===== src/rtl/uart_rx_axis_ctrl.sv =====
// UART receive byte framer: takes bytes from the UART receiver, handles
// parity-failed bytes, closes packets on idle timeout or maximum length,
// buffers them in a small FIFO and presents them as an AXI-Stream master.
// Sticky overflow and saturating error counters are kept for software.
module uart_rx_axis_ctrl #(
    parameter int DATA_BITS   = 8,
    parameter int FIFO_DEPTH  = 16,
    parameter int MAX_PKT     = 64,
    parameter int IDLE_CYCLES = 10000,
    parameter int CNT_W       = 16
) (
    input  logic                          clk,
    input  logic                          rst,
    input  logic [DATA_BITS-1:0]          rx_data,
    input  logic                          rx_valid,
    input  logic                          parity_error,
    input  logic                          drop_on_err,
    input  logic                          clr_status,
    output logic [DATA_BITS-1:0]          m_axis_tdata,
    output logic                          m_axis_tvalid,
    input  logic                          m_axis_tready,
    output logic                          m_axis_tlast,
    output logic                          m_axis_tuser,
    output logic                          overflow,
    output logic [CNT_W-1:0]              err_count,
    output logic [CNT_W-1:0]              ovf_count,
    output logic [$clog2(FIFO_DEPTH):0]   fifo_level
);

    localparam int PTR_W  = $clog2(FIFO_DEPTH);
    localparam int LVL_W  = PTR_W + 1;
    localparam int TMR_W  = $clog2(IDLE_CYCLES);
    localparam int PCNT_W = $clog2(MAX_PKT + 1);
    localparam int ENT_W  = DATA_BITS + 2;

    localparam logic [TMR_W-1:0]  TMR_LAST = TMR_W'(IDLE_CYCLES - 1);
    localparam logic [PCNT_W-1:0] PKT_LAST = PCNT_W'(MAX_PKT - 1);
    localparam logic [LVL_W-1:0]  LVL_FULL = LVL_W'(FIFO_DEPTH);

    typedef enum logic [1:0] {
        EMPTY = 2'd0,
        HOLD  = 2'd1,
        FLUSH = 2'd2
    } state_t;

    state_t state, state_next;

    // Hold register: one byte is kept back so tlast can be decided once the
    // next byte (or the idle timeout) shows whether the packet continues.
    logic [DATA_BITS-1:0] pend_data;
    logic                 pend_user;

    logic [TMR_W-1:0]  timer;
    logic [PCNT_W-1:0] pkt_cnt;

    logic [ENT_W-1:0] mem [FIFO_DEPTH];
    logic [PTR_W-1:0] wr_ptr;
    logic [PTR_W-1:0] rd_ptr;
    logic [LVL_W-1:0] level_next;
    logic             tvalid_r;

    logic accept;
    logic new_user;
    logic fifo_full;
    logic at_max;
    logic pop;

    logic push;
    logic push_last;
    logic load_pend;
    logic drop;
    logic timer_clr;
    logic timer_inc;
    logic pkt_clr;
    logic pkt_inc;

    logic [CNT_W-1:0] err_base;
    logic [CNT_W-1:0] ovf_base;

    function automatic logic [CNT_W-1:0] sat_inc(input logic [CNT_W-1:0] v);
        return (&v) ? v : v + CNT_W'(1);
    endfunction

    // A parity-failed byte is only forwarded when the host wants it tagged.
    assign accept    = rx_valid | (parity_error & ~drop_on_err);
    assign new_user  = parity_error;
    // Push eligibility is judged on the level before any same-cycle pop.
    assign fifo_full = (fifo_level == LVL_FULL);
    assign at_max    = (pkt_cnt == PKT_LAST);
    assign pop       = tvalid_r & m_axis_tready;

    // State register.
    always_ff @(posedge clk or negedge rst) begin
        if (!rst) begin
            state <= EMPTY;
        end else begin
            state <= state_next;
        end
    end

    // Next-state and datapath control decode.
    always_comb begin
        state_next = state;
        push       = 1'b0;
        push_last  = 1'b0;
        load_pend  = 1'b0;
        drop       = 1'b0;
        timer_clr  = 1'b0;
        timer_inc  = 1'b0;
        pkt_clr    = 1'b0;
        pkt_inc    = 1'b0;
        case (state)
            EMPTY: begin
                if (accept) begin
                    load_pend  = 1'b1;
                    timer_clr  = 1'b1;
                    state_next = HOLD;
                end
            end
            HOLD: begin
                if (accept) begin
                    // Arrival beats a coincident timeout and restarts the timer.
                    timer_clr = 1'b1;
                    if (fifo_full) begin
                        drop = 1'b1;
                    end else begin
                        push      = 1'b1;
                        push_last = at_max;
                        load_pend = 1'b1;
                        pkt_clr   = at_max;
                        pkt_inc   = ~at_max;
                    end
                end else if (timer == TMR_LAST) begin
                    state_next = FLUSH;
                end else begin
                    timer_inc = 1'b1;
                end
            end
            FLUSH: begin
                if (fifo_full) begin
                    drop      = accept;
                    timer_clr = accept;
                end else begin
                    push      = 1'b1;
                    push_last = 1'b1;
                    pkt_clr   = 1'b1;
                    // A byte arriving as the held one closes starts a new packet.
                    if (accept) begin
                        load_pend  = 1'b1;
                        timer_clr  = 1'b1;
                        state_next = HOLD;
                    end else begin
                        state_next = EMPTY;
                    end
                end
            end
            default: state_next = EMPTY;
        endcase
    end

    // Hold register load; data only, no reset needed.
    always_ff @(posedge clk) begin
        if (load_pend) begin
            pend_data <= rx_data;
            pend_user <= new_user;
        end
    end

    // Idle timer and packet byte counter.
    always_ff @(posedge clk or negedge rst) begin
        if (!rst) begin
            timer   <= '0;
            pkt_cnt <= '0;
        end else begin
            if (timer_clr) begin
                timer <= '0;
            end else if (timer_inc) begin
                timer <= timer + TMR_W'(1);
            end
            if (pkt_clr) begin
                pkt_cnt <= '0;
            end else if (pkt_inc) begin
                pkt_cnt <= pkt_cnt + PCNT_W'(1);
            end
        end
    end

    // FIFO storage write; entry layout is {user, last, data}.
    always_ff @(posedge clk) begin
        if (push) begin
            mem[wr_ptr] <= {pend_user, push_last, pend_data};
        end
    end

    // Occupancy after this cycle's push and pop.
    always_comb begin
        level_next = fifo_level;
        case ({push, pop})
            2'b10:   level_next = fifo_level + LVL_W'(1);
            2'b01:   level_next = fifo_level - LVL_W'(1);
            default: level_next = fifo_level;
        endcase
    end

    // FIFO pointers, level and registered stream valid.
    always_ff @(posedge clk or negedge rst) begin
        if (!rst) begin
            wr_ptr     <= '0;
            rd_ptr     <= '0;
            fifo_level <= '0;
            tvalid_r   <= 1'b0;
        end else begin
            if (push) begin
                wr_ptr <= wr_ptr + PTR_W'(1);
            end
            if (pop) begin
                rd_ptr <= rd_ptr + PTR_W'(1);
            end
            fifo_level <= level_next;
            tvalid_r   <= (level_next != '0);
        end
    end

    // Clear takes effect first so a coincident event still counts once.
    always_comb begin
        err_base = clr_status ? '0 : err_count;
        ovf_base = clr_status ? '0 : ovf_count;
    end

    // Sticky overflow flag and saturating status counters.
    always_ff @(posedge clk or negedge rst) begin
        if (!rst) begin
            overflow  <= 1'b0;
            err_count <= '0;
            ovf_count <= '0;
        end else begin
            overflow  <= (overflow & ~clr_status) | drop;
            err_count <= parity_error ? sat_inc(err_base) : err_base;
            ovf_count <= drop ? sat_inc(ovf_base) : ovf_base;
        end
    end

    // Head entry drives the stream; gated so outputs read zero when empty.
    assign m_axis_tvalid = tvalid_r;
    assign m_axis_tdata  = tvalid_r ? mem[rd_ptr][DATA_BITS-1:0] : '0;
    assign m_axis_tlast  = tvalid_r & mem[rd_ptr][DATA_BITS];
    assign m_axis_tuser  = tvalid_r & mem[rd_ptr][DATA_BITS+1];

endmodule


===== config.mk =====
export PLATFORM = sky130hd
export DESIGN_NAME = uart_rx_axis_ctrl
export DESIGN_NICKNAME = d
export VERILOG_FILES = /design/src/rtl/uart_rx_axis_ctrl.sv
export SDC_FILE = /design/constraint.sdc
export NUM_CORES = 1
export LEC_CHECK = 0
export BUFFER_PORTS_ARGS = -buffer_cell sky130_fd_sc_hd__buf_4
export CAP_MARGIN = 5
export CORE_MARGIN = 1.5
export CORE_UTILIZATION = 30
export DETAILED_ROUTE_END_ITERATION = 12
export PLACE_DENSITY = 0.52
export SLEW_MARGIN = 5
export SYNTH_ARGS = -nofsm -noshare
export SYNTH_HDL_FRONTEND = slang
export SYNTH_SLANG_ARGS = --single-unit

===== constraint.sdc =====
create_clock -name clk -period 6.2 [get_ports clk]
set_input_delay 0.93 -clock clk [delete_from_list [all_inputs] [get_ports clk]]
set_output_delay 0.93 -clock clk [all_outputs]
set_load 0.01 [all_outputs]

==> reports/qor.csv, run 1 <==
stage,metric,value,unit
clock_tree,htreeDepth,1,
power_and_ir_drop,p_int,0.003619,W
floorplanning,initial_core_util,30.47,%
sta,slew_headroom,37.24,%
power_and_ir_drop,pwr-share-seq,43.3,%
final_layout,diodes,0,
sta,slew_violations,0,
setup_path,cp.arrival,3.40,ns
synthesis,ys_warn_count,0,
clock_tree,cts_sinks,239,
clock_tree,path_clk_slew,0.06,ns
setup_path,start_kind,flop,
synthesis,synth-edff-count,169,
setup_path,cp_data_required_time,5.27,ns
synthesis,post-synth-top-area-fraction,48.34,%
synthesis,ys_ff_latch,239,
floorplanning,num_rows,68,
detailed_routing,drc_errors,0,
final_layout,stdcell_area,12460,um^2
setup_path,regToRegSetupSlack,2.61,ns
global_routing,grt_pass1_wl,36.08,mm
detailed_routing,vias_per_cell,4.843,
sta,whs,0.4730,ns
power_and_ir_drop,p_comb_share,25.3,%
power_and_ir_drop,switchingPower,0.001518,W
placement,placed_cell_area,11560,um^2
global_routing,grtUsageMet2,20.93,%
placement,dp_hpwl,14.41,mm
synthesis,synth_area_leader_cell,edfxtp_1,
power_and_ir_drop,power,0.005137,W
detailed_routing,vias,5913,
synthesis,post-synth-top-count-cell,edfxtp_1,
clock_tree,clock_latency,0.54,ns
global_routing,grt_max_degree,71,
sta,finalClockSkew,0.02681,ns
detailed_routing,ant_nets,0,
placement,dp_worst_setup_slack,2.037,ns
detailed_routing,routedWlPerCell,18.84,um
sta,tns,0,ns
clock_tree,post_cts_buffers,0,
detailed_routing,drt_wl_total,23.00,mm
placement,io_buffers,63,
global_routing,grt.total_usage,12.98,%
clock_tree,cts_hold_buf,0,
synthesis,synth_commonest_cells,"169 x edfxtp_1, 70 x dfrtp_1, 50 x mux4_2",
synthesis,syn_avg_cell_area,15.72,um^2
sta,rsz0062_at_grt,false,
floorplanning,die_h,190.1,um
clock_tree,post_cts_resized,0,
status,run_status,completed,
final_layout,fin_nets,776,
synthesis,synth_seq_area_share,65.02,%
global_routing,first_global_vias,6064,
floorplanning,core,34460,um^2
final_layout,drive_above_1_share,26.76,%
placement,gp_congestion,0.7393,
synthesis,yosys-top-cells-area,"edfxtp_1 48%, dfrtp_1 17%, mux4_2 11%, xnor2_1 2.5%, ha_1 1.9%",
sta,finalHoldViolations,0,
run,drv_cap,0,
global_routing,grt_most_used_layer,met2,
power_and_ir_drop,p_per_area,412.1,nW/um^2
clock_tree,numCtsBuffers,27,
sta,fin_crit_sh,69.85,%
final_layout,area_growth,18.72,%
power_and_ir_drop,p_clk_share,31.5,%
synthesis,ys_types,64,
synthesis,syn_inst,668,
global_routing,met3_usage,2.822,%
global_routing,antenna_found_initial,0,
sta,fin_ws,1.869,ns
setup_path,worstSetupPathType,flop to output pin,
floorplanning,die_w,190.1,um
floorplanning,pin_count,64,
sta,period_needed,4.331,ns
sta,fmax,230.9,MHz
sta,tightest_slew,0.9414,ns
power_and_ir_drop,swShare,29.55,%
synthesis,synth_flop_cell,edfxtp_1,
power_and_ir_drop,irDropWorstVdd,0.3059,mV
min_path,min_path_type,flop to flop,
clock_tree,cts_tree,yes,
power_and_ir_drop,p_leak,4.429,nW
detailed_routing,firstDrtPassIters,5,
synthesis,netlist_area,10500,um^2
floorplanning,die_area,36130,um^2
setup_path,cp_max_fo,26,
global_routing,use_met1,18.02,%
detailed_routing,drt-initial-drc-count,340,
setup_path,endpoint_kind,output pin,
clock_tree,cts_buffer_depth,3,
sta,setup_viol,0,
clock_tree,clockRootBuffer,clkbuf_16,
global_routing,gr-total-overflow,0,
synthesis,synth_nets,699,
synthesis,synthArstFlopShare,29.29,%
[worst paths after layout]
kind | start | cells after the start | end
min in group asynchronous | rst | 1 | ovf_count[6]
setup / recovery | rd_ptr[0] | 5 | m_axis_tdata[5]
hold reg to reg | timer[13] | 1 | timer[13]
hold / removal | timer[13] | 1 | timer[13]
max in group asynchronous | rst | 1 | rd_ptr[1]
setup reg to reg | fifo_level[3] | 12 | m_axis_tvalid
[power by group through the flow]
stage	logic (W)	registers, W	clock network (W)
after global routing	0.00141	0.00226	0.00172
after detailed placement	0.00133	0.00226	0
final	0.00130	0.00222	0.00162
after global placement	0.00132	0.00226	0
after CTS	0.00133	0.00223	0.00166
after floorplan	0.000976	0.00209	0
[routing by layer]
metal,up-vias,wire [um]
met5,-,0
met4,0,385
met3,33,1209
met2,120,10750
met1,3031,10650
li1,2729,-
[per-stage QoR]
stage | util [%] | std cells
global route | 36.17 | 1221
detailed placement | 33.55 | 1171
floorplan | - | 668
CTS | 36.17 | 1221
finish | 36.17 | 1221
global placement | 33.55 | 1171
[flip-flops by register name (all words and copies together), names as in the netlist]
register	count
pend_data	8
fifo_level	5
timer	14
pend_user	1
overflow	1
ovf_count	16
rd_ptr	4
pkt_cnt	7
wr_ptr	4
err_count	16
mem	160
state	2
m_axis_tvalid	1
[final cells by class]
type	count	area [um^2]
multi-input combinational	381	3505
fill	3278	21990
sequential	239	6829
clock buffer	30	686.9
tap	455	569.3
inverter	17	63.81
clock inverter	20	217.7
timing repair buffer	79	593.1
[critical path, cell delays in order (launching register included)]
cell and delay [ns]:
dfrtp_2 0.97, buf_4 0.49, mux4_2 0.55, mux4_2 0.52
and2_1 0.19, buf_4 0.14
[cell usage in the layout, fill, tap and decap left out, drive strengths merged, types with 2 or more instances in the layout]
master / n
a2111oi: 5
a211oi: 5
a21oi: 17
a31oi: 2
and2: 18
and3: 10
and3b: 3
and4b: 3
buf: 79
bufinv: 4
clkbuf: 30
clkinv: 13
dfrtp: 70
edfxtp: 169
ha: 16
inv: 19
mux2: 9
mux2i: 2
mux4: 50
nand2: 24
nand2b: 9
nand3: 23
nand3b: 4
nand4: 5
nand4b: 3
nor2: 42
nor2b: 12
nor3: 11
nor3b: 4
nor4: 11
nor4b: 6
o211ai: 6
o21a: 2
o21ai: 10
o31ai: 2
o32ai: 2
or3: 4
or4b: 2
xnor2: 30
xor2: 14
[cells by family (layout without fill, tap and decap cells)]
logic type,Yosys count,in the layout,share of synthesized area (%)
flip-flops,239,239,65.02
AND/OR/NAND/NOR,199,199,10.95
AO/OA/AOI/OAI,61,61,4.457
multiplexers,61,61,11.88
buffers and inverters,48,146,2.109
XOR/XNOR,44,44,3.671
adder cells (fa/ha/maj),16,16,1.907
(Power assumes the default switching activity.)
==> inputs of run 2 (changes only) <==
Clock period 6.2 ns to 4.4 ns, I/O delays scaled along.
==> run 2 against run 1 <==
Largest power group unchanged. Clock skew is 0.012 ns lower. Sequential cell count stayed put. Non-clock buffer count is 2 higher. Register-to-register slack worse by 1.8 ns. Sequential share of layout area is 0.16 points lower. Worst hold slack worse by 0.22 ns. Combinational power is 47% higher. Core utilization is 0.11 points higher. Global-route usage hardly changed. Clock power is 41% higher. Highest routed layer unchanged. Total power is 42% higher. Setup slack worse by 1.0 ns.
==> reports/qor.csv, run 2 (synthesized netlist as in run 1, its figures left out) <==
stage,metric,value,unit
clock_tree,post_cts_buffers,0,
placement,dp_worst_setup_slack,0.4852,ns
floorplanning,num_rows,68,
sta,slew_headroom,37.54,%
clock_tree,htreeDepth,1,
setup_path,slowest_delay,0.47,ns
sta,period_needed,3.574,ns
sta,tightest_slew,0.9368,ns
final_layout,largest_reg_flops,160,
floorplanning,initial_core_util,30.47,%
placement,dpl.cell_count,1173,
clock_tree,cts_buffer_depth,3,
detailed_routing,firstDrtPassIters,4,
sta,fin_ws,0.8263,ns
global_routing,grt.total_usage,13.03,%
final_layout,stdcell_area,12500,um^2
setup_path,endpoint_kind,flop,
global_routing,grt_max_degree,71,
clock_tree,clock_latency,0.54,ns
sta,fmax,279.8,MHz
power_and_ir_drop,irDropWorstVdd,0.3579,mV
global_routing,antenna_found_initial,0,
detailed_routing,drc_errors,0,
floorplanning,die_h,190.1,um
setup_path,worstReg2RegEnd,m_axis_tvalid,
final_layout,layout_commonest_cell,edfxtp_1,
clock_tree,cts_hold_buf,0,
clock_tree,cts_sinks,239,
sta,setup_viol,0,
floorplanning,core,34460,um^2
detailed_routing,vias_per_cell,4.841,
global_routing,gr-total-overflow,0,
power_and_ir_drop,p_per_area,582.9,nW/um^2
final_layout,layoutNonFillerInstCount,1220,
floorplanning,die_area,36130,um^2
floorplanning,pin_count,64,
detailed_routing,drt-initial-drc-count,345,
final_layout,area_growth,19.07,%
sta,tns,0,ns
final_layout,regMostFlops,mem,
placement,dp_hpwl,14.60,mm
power_and_ir_drop,p_leak,4.436,nW
min_path,min_path_type,input pin to asynchronous set/reset pin,
clock_tree,numCtsBuffers,26,
clock_tree,path_clk_slew,0.06,ns
final_layout,drive_above_1_share,26.80,%
final_layout,diodes,0,
final_layout,fin_nets,777,
setup_path,regToRegSetupSlack,0.83,ns
sta,finalHoldViolations,0,
setup_path,cp.arrival,3.97,ns
placement,gp_congestion,0.7532,
final_layout,top_regs,"mem: 160 flops, err_count: 16 flops, ovf_count: 16 flops",
run,drv_cap,0,
placement,placed_cell_area,11600,um^2
setup_path,cp_max_fo,8,
sta,fin_crit_sh,81.22,%
setup_path,start_kind,flop,
detailed_routing,drt_wl_total,22.98,mm
setup_path,r2r-start,state[1],
detailed_routing,ant_nets,0,
global_routing,grt_pass1_wl,36.15,mm
setup_path,worstSetupPathType,flop to flop,
clock_tree,clockRootBuffer,clkbuf_16,
global_routing,first_global_vias,6205,
setup_path,cp_data_required_time,4.80,ns
sta,slew_violations,0,
clock_tree,cts_tree,yes,
sta,rsz0062_at_grt,false,
setup_path,cp_slowest_cell,or4b_1,
setup_path,crit_chain,inv_1 -> ha_1 -> o21a_1 -> o211a_1 -> inv_1 -> ha_1 -> xor2_1 -> ha_1 -> nor2b_1 -> a31oi_1 -> o32ai_1 -> xor2_1 -> or4b_1,
clock_tree,post_cts_resized,0,
status,run_status,completed,
final_layout,mostFrequentLayoutCells,"169 x edfxtp_1, 79 x buf_4, 68 x dfrtp_1, 50 x mux4_2, 42 x nor2_1",
detailed_routing,routedWlPerCell,18.83,um
detailed_routing,vias,5906,
setup_path,reg2regPathDepth,13,
setup_path,cp_common_cell,ha_1,
sta,finalClockSkew,0.01505,ns
placement,io_buffers,63,
final_layout,fill_cells,3311,
floorplanning,die_w,190.1,um
run 2: changes by cell type in the layout (fill, tap and decap cells not counted), moves of 2 or more:
cell      previous run  this run
clkinv_4             1         3
buf_12               0         2
clkinv_2             6         2
clkbuf_1             3         5
clkinv_1             6         2
run 2: worst max-delay path by stage:
stage	from	cells past startpoint	end	slack [ns]
6_report	state[1]	13	m_axis_tvalid	0.83
4_1_cts	fifo_level[2]	12	m_axis_tvalid	0.81
3_3_place_gp	parity_error	13	m_axis_tvalid	0.54
2_1_floorplan	drop_on_err	14	m_axis_tvalid	0.87
3_5_place_dp	parity_error	13	m_axis_tvalid	0.49
5_1_grt	fifo_level[2]	12	m_axis_tvalid	0.49
run 2: worst max-delay path, delay by kind of cell (launching register included):
kind	cells	cell delay [ns]
AOI/OAI and AO/OA	4	0.88
xor gates and xnor gates	2	0.31
adders and majority gates	3	0.85
buffers and inverters	2	0.36
DFF	1	0.39
and+or+nand+nor	2	0.65
run 2: power breakdown:
part	total (W)	switching (W)	internal, W
sequential	0.00308	0.000330	0.00276
clock	0.00229	0.000899	0.00139
combinational	0.00191	0.000907	0.00101
total	0.00729	0.00214	0.00515
run 2: final cells by class:
class | instances | area (um^2) | area share, %
clock buffers | 31 | 669.4 | 5.355
clock inverters | 16 | 234.0 | 1.872
inverters | 17 | 63.81 | 0.5105
multi-input cells | 381 | 3502 | 28.02
flip-flops and latches | 239 | 6829 | 54.63
well taps | 455 | 569.3 | 4.554
repair buffers | 81 | 633.1 | 5.065
run 2: metrics by stage:
stage / hold WS [ns] / total power, W / utilization, %
after floorplan: 0.3644 / 0.004321 / -
after global placement: 0.4758 / 0.005088 / 33.66
after detailed placement: 0.4679 / 0.005101 / 33.66
after CTS: 0.2803 / 0.007417 / 36.28
after global routing: 0.2837 / 0.007655 / 36.28
final: 0.2560 / 0.007287 / 36.28
run 2: metal layers:
layer	part of all wire [%]	routed length [um]	global-route usage, %	up-vias
li1	-	-	-	2734
met1	44	10130	17.28	2990
met2	48	11030	21.83	145
met4	2.1	490	3.022	0
met5	0	0	0	-
met3	5.7	1321	2.730	37
